[src/rtl/req_gnt_pkg.sv]
// Shared types and elaboration helpers for the req/gnt arbiter.
package req_gnt_pkg;

  typedef enum logic {
    IDLE  = 1'b0,
    GRANT = 1'b1
  } arb_state_e;

  // Width helper that never returns zero, so a 1-entry range still gets a bit.
  function automatic int clog2_min1(input int n);
    return (n <= 2) ? 1 : $clog2(n);
  endfunction

endpackage

[src/rtl/rr_pick.sv]
// Combinational round-robin picker: first set, unmasked req bit after last_id, wrapping.
module rr_pick
  import req_gnt_pkg::*;
#(
  parameter int NUM_REQ = 4,
  parameter int IW      = clog2_min1(NUM_REQ)
) (
  input  logic [NUM_REQ-1:0] req,
  input  logic [IW-1:0]      last_id,
  input  logic [NUM_REQ-1:0] mask,
  output logic               found,
  output logic [IW-1:0]      idx
);

  always_comb begin
    int          sum;
    logic [IW-1:0] cand;
    found = 1'b0;
    idx   = '0;
    sum   = 0;
    cand  = '0;
    // Offset 1 first so the previous owner is considered last.
    for (int k = 1; k <= NUM_REQ; k++) begin
      sum = int'(last_id) + k;
      if (sum >= NUM_REQ) sum = sum - NUM_REQ;
      cand = IW'(sum);
      if (!found && req[cand] && !mask[cand]) begin
        found = 1'b1;
        idx   = cand;
      end
    end
  end

endmodule

[src/rtl/req_gnt_arbiter.sv]
// Round-robin req/gnt arbiter with bounded hold time and registered one-hot grant.
// Define REQ_GNT_ASSERT_EN to compile in the concurrent protocol assertions.
module req_gnt_arbiter
  import req_gnt_pkg::*;
#(
  parameter int NUM_REQ  = 4,
  parameter int MAX_HOLD = 8
) (
  input  logic                             clk,
  input  logic                             rst_n,
  input  logic [NUM_REQ-1:0]               req,
  input  logic                             gnt_en,
  output logic [NUM_REQ-1:0]               gnt,
  output logic                             gnt_valid,
  output logic [clog2_min1(NUM_REQ)-1:0]   gnt_id
);

  localparam int            IW        = clog2_min1(NUM_REQ);
  localparam int            HW        = clog2_min1(MAX_HOLD + 1);
  localparam logic [HW-1:0] HOLD_LAST = HW'(MAX_HOLD - 1);

  arb_state_e          state_reg, state_next;
  logic [NUM_REQ-1:0]  gnt_reg, gnt_next;
  logic                valid_reg;
  logic [IW-1:0]       gnt_id_reg, gnt_id_next;
  logic [IW-1:0]       last_id_reg, last_id_next;
  logic [HW-1:0]       hold_cnt_reg, hold_cnt_next;

  logic [NUM_REQ-1:0]  pick_mask;
  logic                pick_found;
  logic [IW-1:0]       pick_idx;

  // The current owner is never a rotation candidate; in IDLE nobody is excluded.
  assign pick_mask = (state_reg == GRANT) ? (NUM_REQ'(1) << gnt_id_reg) : '0;

  rr_pick #(
    .NUM_REQ (NUM_REQ),
    .IW      (IW)
  ) u_pick (
    .req     (req),
    .last_id (last_id_reg),
    .mask    (pick_mask),
    .found   (pick_found),
    .idx     (pick_idx)
  );

  always_comb begin
    state_next    = state_reg;
    gnt_next      = gnt_reg;
    gnt_id_next   = gnt_id_reg;
    last_id_next  = last_id_reg;
    hold_cnt_next = hold_cnt_reg;

    case (state_reg)
      IDLE: begin
        gnt_next = '0;
        if (gnt_en && pick_found) begin
          state_next    = GRANT;
          gnt_next      = NUM_REQ'(1) << pick_idx;
          gnt_id_next   = pick_idx;
          last_id_next  = pick_idx;
          hold_cnt_next = '0;
        end
      end
      GRANT: begin
        if (!gnt_en) begin
          state_next    = IDLE;
          gnt_next      = '0;
          hold_cnt_next = '0;
        end else if (!req[gnt_id_reg]) begin
          hold_cnt_next = '0;
          if (pick_found) begin
            gnt_next     = NUM_REQ'(1) << pick_idx;
            gnt_id_next  = pick_idx;
            last_id_next = pick_idx;
          end else begin
            state_next = IDLE;
            gnt_next   = '0;
          end
        end else if (hold_cnt_reg == HOLD_LAST) begin
          hold_cnt_next = '0;
          if (pick_found) begin
            gnt_next     = NUM_REQ'(1) << pick_idx;
            gnt_id_next  = pick_idx;
            last_id_next = pick_idx;
          end
        end else begin
          hold_cnt_next = hold_cnt_reg + HW'(1);
        end
      end
      default: begin
        state_next    = IDLE;
        gnt_next      = '0;
        hold_cnt_next = '0;
      end
    endcase
  end

  always_ff @(posedge clk or negedge rst_n) begin
    if (!rst_n) begin
      state_reg    <= IDLE;
      gnt_reg      <= '0;
      valid_reg    <= 1'b0;
      gnt_id_reg   <= '0;
      last_id_reg  <= IW'(NUM_REQ - 1);
      hold_cnt_reg <= '0;
    end else begin
      state_reg    <= state_next;
      gnt_reg      <= gnt_next;
      valid_reg    <= |gnt_next;
      gnt_id_reg   <= gnt_id_next;
      last_id_reg  <= last_id_next;
      hold_cnt_reg <= hold_cnt_next;
    end
  end

  assign gnt       = gnt_reg;
  assign gnt_valid = valid_reg;
  assign gnt_id    = gnt_id_reg;

`ifdef REQ_GNT_ASSERT_EN
  a_onehot: assert property (@(posedge clk) disable iff (!rst_n) $onehot0(gnt));

  a_lone_req: assert property (@(posedge clk) disable iff (!rst_n)
    (state_reg == IDLE && gnt_en && $onehot(req)) |=> (gnt == $past(req)));

  generate
    for (genvar gi = 0; gi < NUM_REQ; gi++) begin : g_gnt_had_req
      a_gnt_req: assert property (@(posedge clk) disable iff (!rst_n)
        gnt[gi] |-> $past(req[gi]));
    end
  endgenerate

  a_max_hold: assert property (@(posedge clk) disable iff (!rst_n)
    (gnt_valid && gnt_en && req[gnt_id] && ((req & ~gnt) != '0) && hold_cnt_reg == HOLD_LAST)
      |=> (gnt != $past(gnt)));

  a_valid: assert property (@(posedge clk) disable iff (!rst_n) gnt_valid == (|gnt));
`endif

endmodule

[config.mk]
export PLATFORM = sky130hd
export DESIGN_NAME = req_gnt_arbiter
export DESIGN_NICKNAME = d
export VERILOG_FILES = /design/src/rtl/req_gnt_pkg.sv /design/src/rtl/rr_pick.sv /design/src/rtl/req_gnt_arbiter.sv
export SDC_FILE = /design/constraint.sdc
export NUM_CORES = 1
export LEC_CHECK = 0
export BUFFER_PORTS_ARGS = -buffer_cell sky130_fd_sc_hd__buf_2
export CORE_MARGIN = 2
export CORE_UTILIZATION = 50
export DETAILED_ROUTE_END_ITERATION = 12
export PLACE_DENSITY = 0.73
export SYNTH_ARGS = -nofsm -noshare
export SYNTH_HDL_FRONTEND = slang
export SYNTH_SLANG_ARGS = --single-unit
export TNS_END_PERCENT = 20
[constraint.sdc]
create_clock -name clk -period 1.7 [get_ports clk]
set_clock_uncertainty 0.1 [all_clocks]
set_input_delay 0.17 -clock clk [delete_from_list [all_inputs] [get_ports clk]]
set_output_delay 0.17 -clock clk [all_outputs]
set_load 0.01 [all_outputs]
==> run summary <==
Tightest Hold Check Type - input pin to flop
Max-slew headroom - 0.706
Seq cells post-synth - 14
CTS root buf - clkbuf_4
die area - 0.00238 sq mm
I/O Buffers - 13
crit path time final - 2.04 ns
antenna violations before repair - 0
Layout area overhead - 48.7%
DRT Wirelength - 3030 um
Final WS setup - -0.338 ns
CP Launch Type - flop
CTS tree - built
Top FF cell, synth - dfrtp_1
Ys Warns - 0
fraction of registers with async set or reset after synthesis - 1.00
Die Wd - 48.8 um
routability-driven placement congestion ratio - 0.876
LEAKAGE - 0.726 nW
post-DP HPWL - 2010 um
PwrDens - 1400 mW/mm^2
CP Max Fanout - 6
Worst Tran Pin Value - 0.437 ns
Net Count, Synth - 119
final non-filler cell total - 183
cell taking the most area after synthesis - dfrtp_1
Crit. End Element - flop
most frequent cells in the layout - 28 x buf_4, 15 x nand2_1, 13 x buf_2, 10 x dfrtp_1, 8 x inv_1
vias in the first global route - 1113
Slew Viols, Final - 0
flop2flop setup slack - -0.34 ns
Mapped Area - 0.00100 sq mm
die height - 48.8 um
Crit path arrival time - 2.16 ns
worst vdd ir - 0.000933 V
sequential element share of the synthesized area - 0.351
DR iter-0 viols - 36
GRT Overall Usage - 0.264
ANT cells - 0
RSZ-0062 raised after global routing - true
Nets - 165
wire length per cell - 16.5 um
DRC viols - 0
FP Rows - 16
Core Box Area - 0.00192 sq mm
Num CTS Buffers - 3
clk buf depth - 2
failing checks - setup timing
Max Clock Freq - 0.491 GHz
clock sinks - 14
via count - 1075
clock latency on the worst-skew pair - 0.28 ns
status - finished with violations
Fin. Hold Viols - 0
Ports - 14
placed insts - 173
Pre-Repair DR Iteration Count - 6
largest net degree at the start of global routing - 15
H-tree levels - 1
vias per cell - 5.87
Netlist cell types - 48
Final Cycle Share - 1.20
worst hold slack - 0.140 ns
synthesized area per cell - 9.05 sq um
first-pass GRT wire length - 4920 um
EDFF count, synth - 0
Final setup violation count - 13
WP data required - 1.82 ns
CP Class - flop to flop
Clock Pin Slew Worst Setup and Hold Paths - 0.09 ns
Max Cap Viol - 0
most common cell after layout, fill and taps aside - buf_4
Fin Setup TNS - -3.43 ns
ratio of cells with drive above 1 in the final layout - 0.513
share of the synthesized area in the top cell type - 0.299
Synth area leaders - dfrtp_1 30%, nand2_1 5.6%, dfstp_2 5.2%
cells after synthesis - 111
antenna-violating nets left - 0
starting density of the core - 0.523
Pwr Total - 2.09 mW
grt ovf - 0
-- timing repair --
action                                  4_1_cts  5_1_grt
endpoints found under the setup margin       13       13
gates resized for setup                      19       12
hold buffers                                  1        0
pin swaps                                    15        7
setup buffers                                 4        1
hold endpoints to repair                     14        0
-- power by group --
| part | internal [mW] | leakage [nW] | switching (mW) |
|---|---|---|---|
| logic | 0.645 | 0.528 | 0.672 |
| clock network | 0.130 | 0.0210 | 0.111 |
| registers | 0.441 | 0.177 | 0.0904 |
| total | 1.22 | 0.726 | 0.873 |
-- critical path, cell delays in order (launching register included) --
cell and delay, ns:
dfstp_2 0.61, nand3_1 0.09, a41o_1 0.26, a221oi_2 0.40, o21ai_0 0.19, a22o_1 0.23, nand4b_1 0.10
-- synth_stat cells, drive strengths merged, types with 2 or more instances --
cell type,n
nand3,3
buf,4
dfstp,2
inv,8
a221oi,2
or3,2
or2,2
a21oi,7
nand2,16
and2,2
a22o,3
nand2b,3
o32ai,2
a21boi,2
and3,2
nand4,2
o21ai,10
mux2i,2
dfrtp,12
nor2,5
nand3b,2
-- worst paths after layout --
check,start,endpoint,cells after the start
max reg2reg,last_id_reg[1],gnt_valid,6
min,gnt_en,last_id_reg[0],3
max,last_id_reg[1],gnt_valid,6
min in group asynchronous,rst_n,gnt[0],2
min reg2reg,hold_cnt_reg[3],hold_cnt_reg[3],1
max in group asynchronous,rst_n,last_id_reg[0],2
-- cell type report --
class | count | area (sq um)
tap | 27 | 33.8
fill | 136 | 428
multi-input combinational | 85 | 719
sequential | 14 | 355
timing repair buffer | 45 | 319
clock buffer | 4 | 36.3
inverter | 8 | 30.0
-- metrics by stage --
| step | setup WS, ns | cell area [sq um] | util |
|---|---|---|---|
| after detailed placement | -0.332 | 1270 | 0.660 |
| after global placement | -0.272 | 1270 | 0.660 |
| after floorplan | -0.208 | 1020 | - |
| after global routing | -0.458 | 1490 | 0.777 |
| final | -0.338 | 1490 | 0.777 |
| after CTS | -0.290 | 1420 | 0.740 |
-- kinds of logic (layout without fill, tap and decap cells) --
family,after synthesis,in the layout,synth area share
flops,14,14,0.351
buf+inv,12,57,0.0710
simple gates,48,48,0.283
compound gates,34,34,0.263
mux,2,2,0.0199
fa+ha+maj,1,1,0.0125
-- layer usage --
metal / part of all wire / vias to the layer above / track usage
met3: 0.046 / 6 / 0.0583
met2: 0.51 / 34 / 0.452
met4: 0.0093 / 0 / 0.0952
li1: - / 500 / -
met5: 0 / - / 0
met1: 0.44 / 535 / 0.327
No activity file was read; power rests on OpenSTA's default activity.
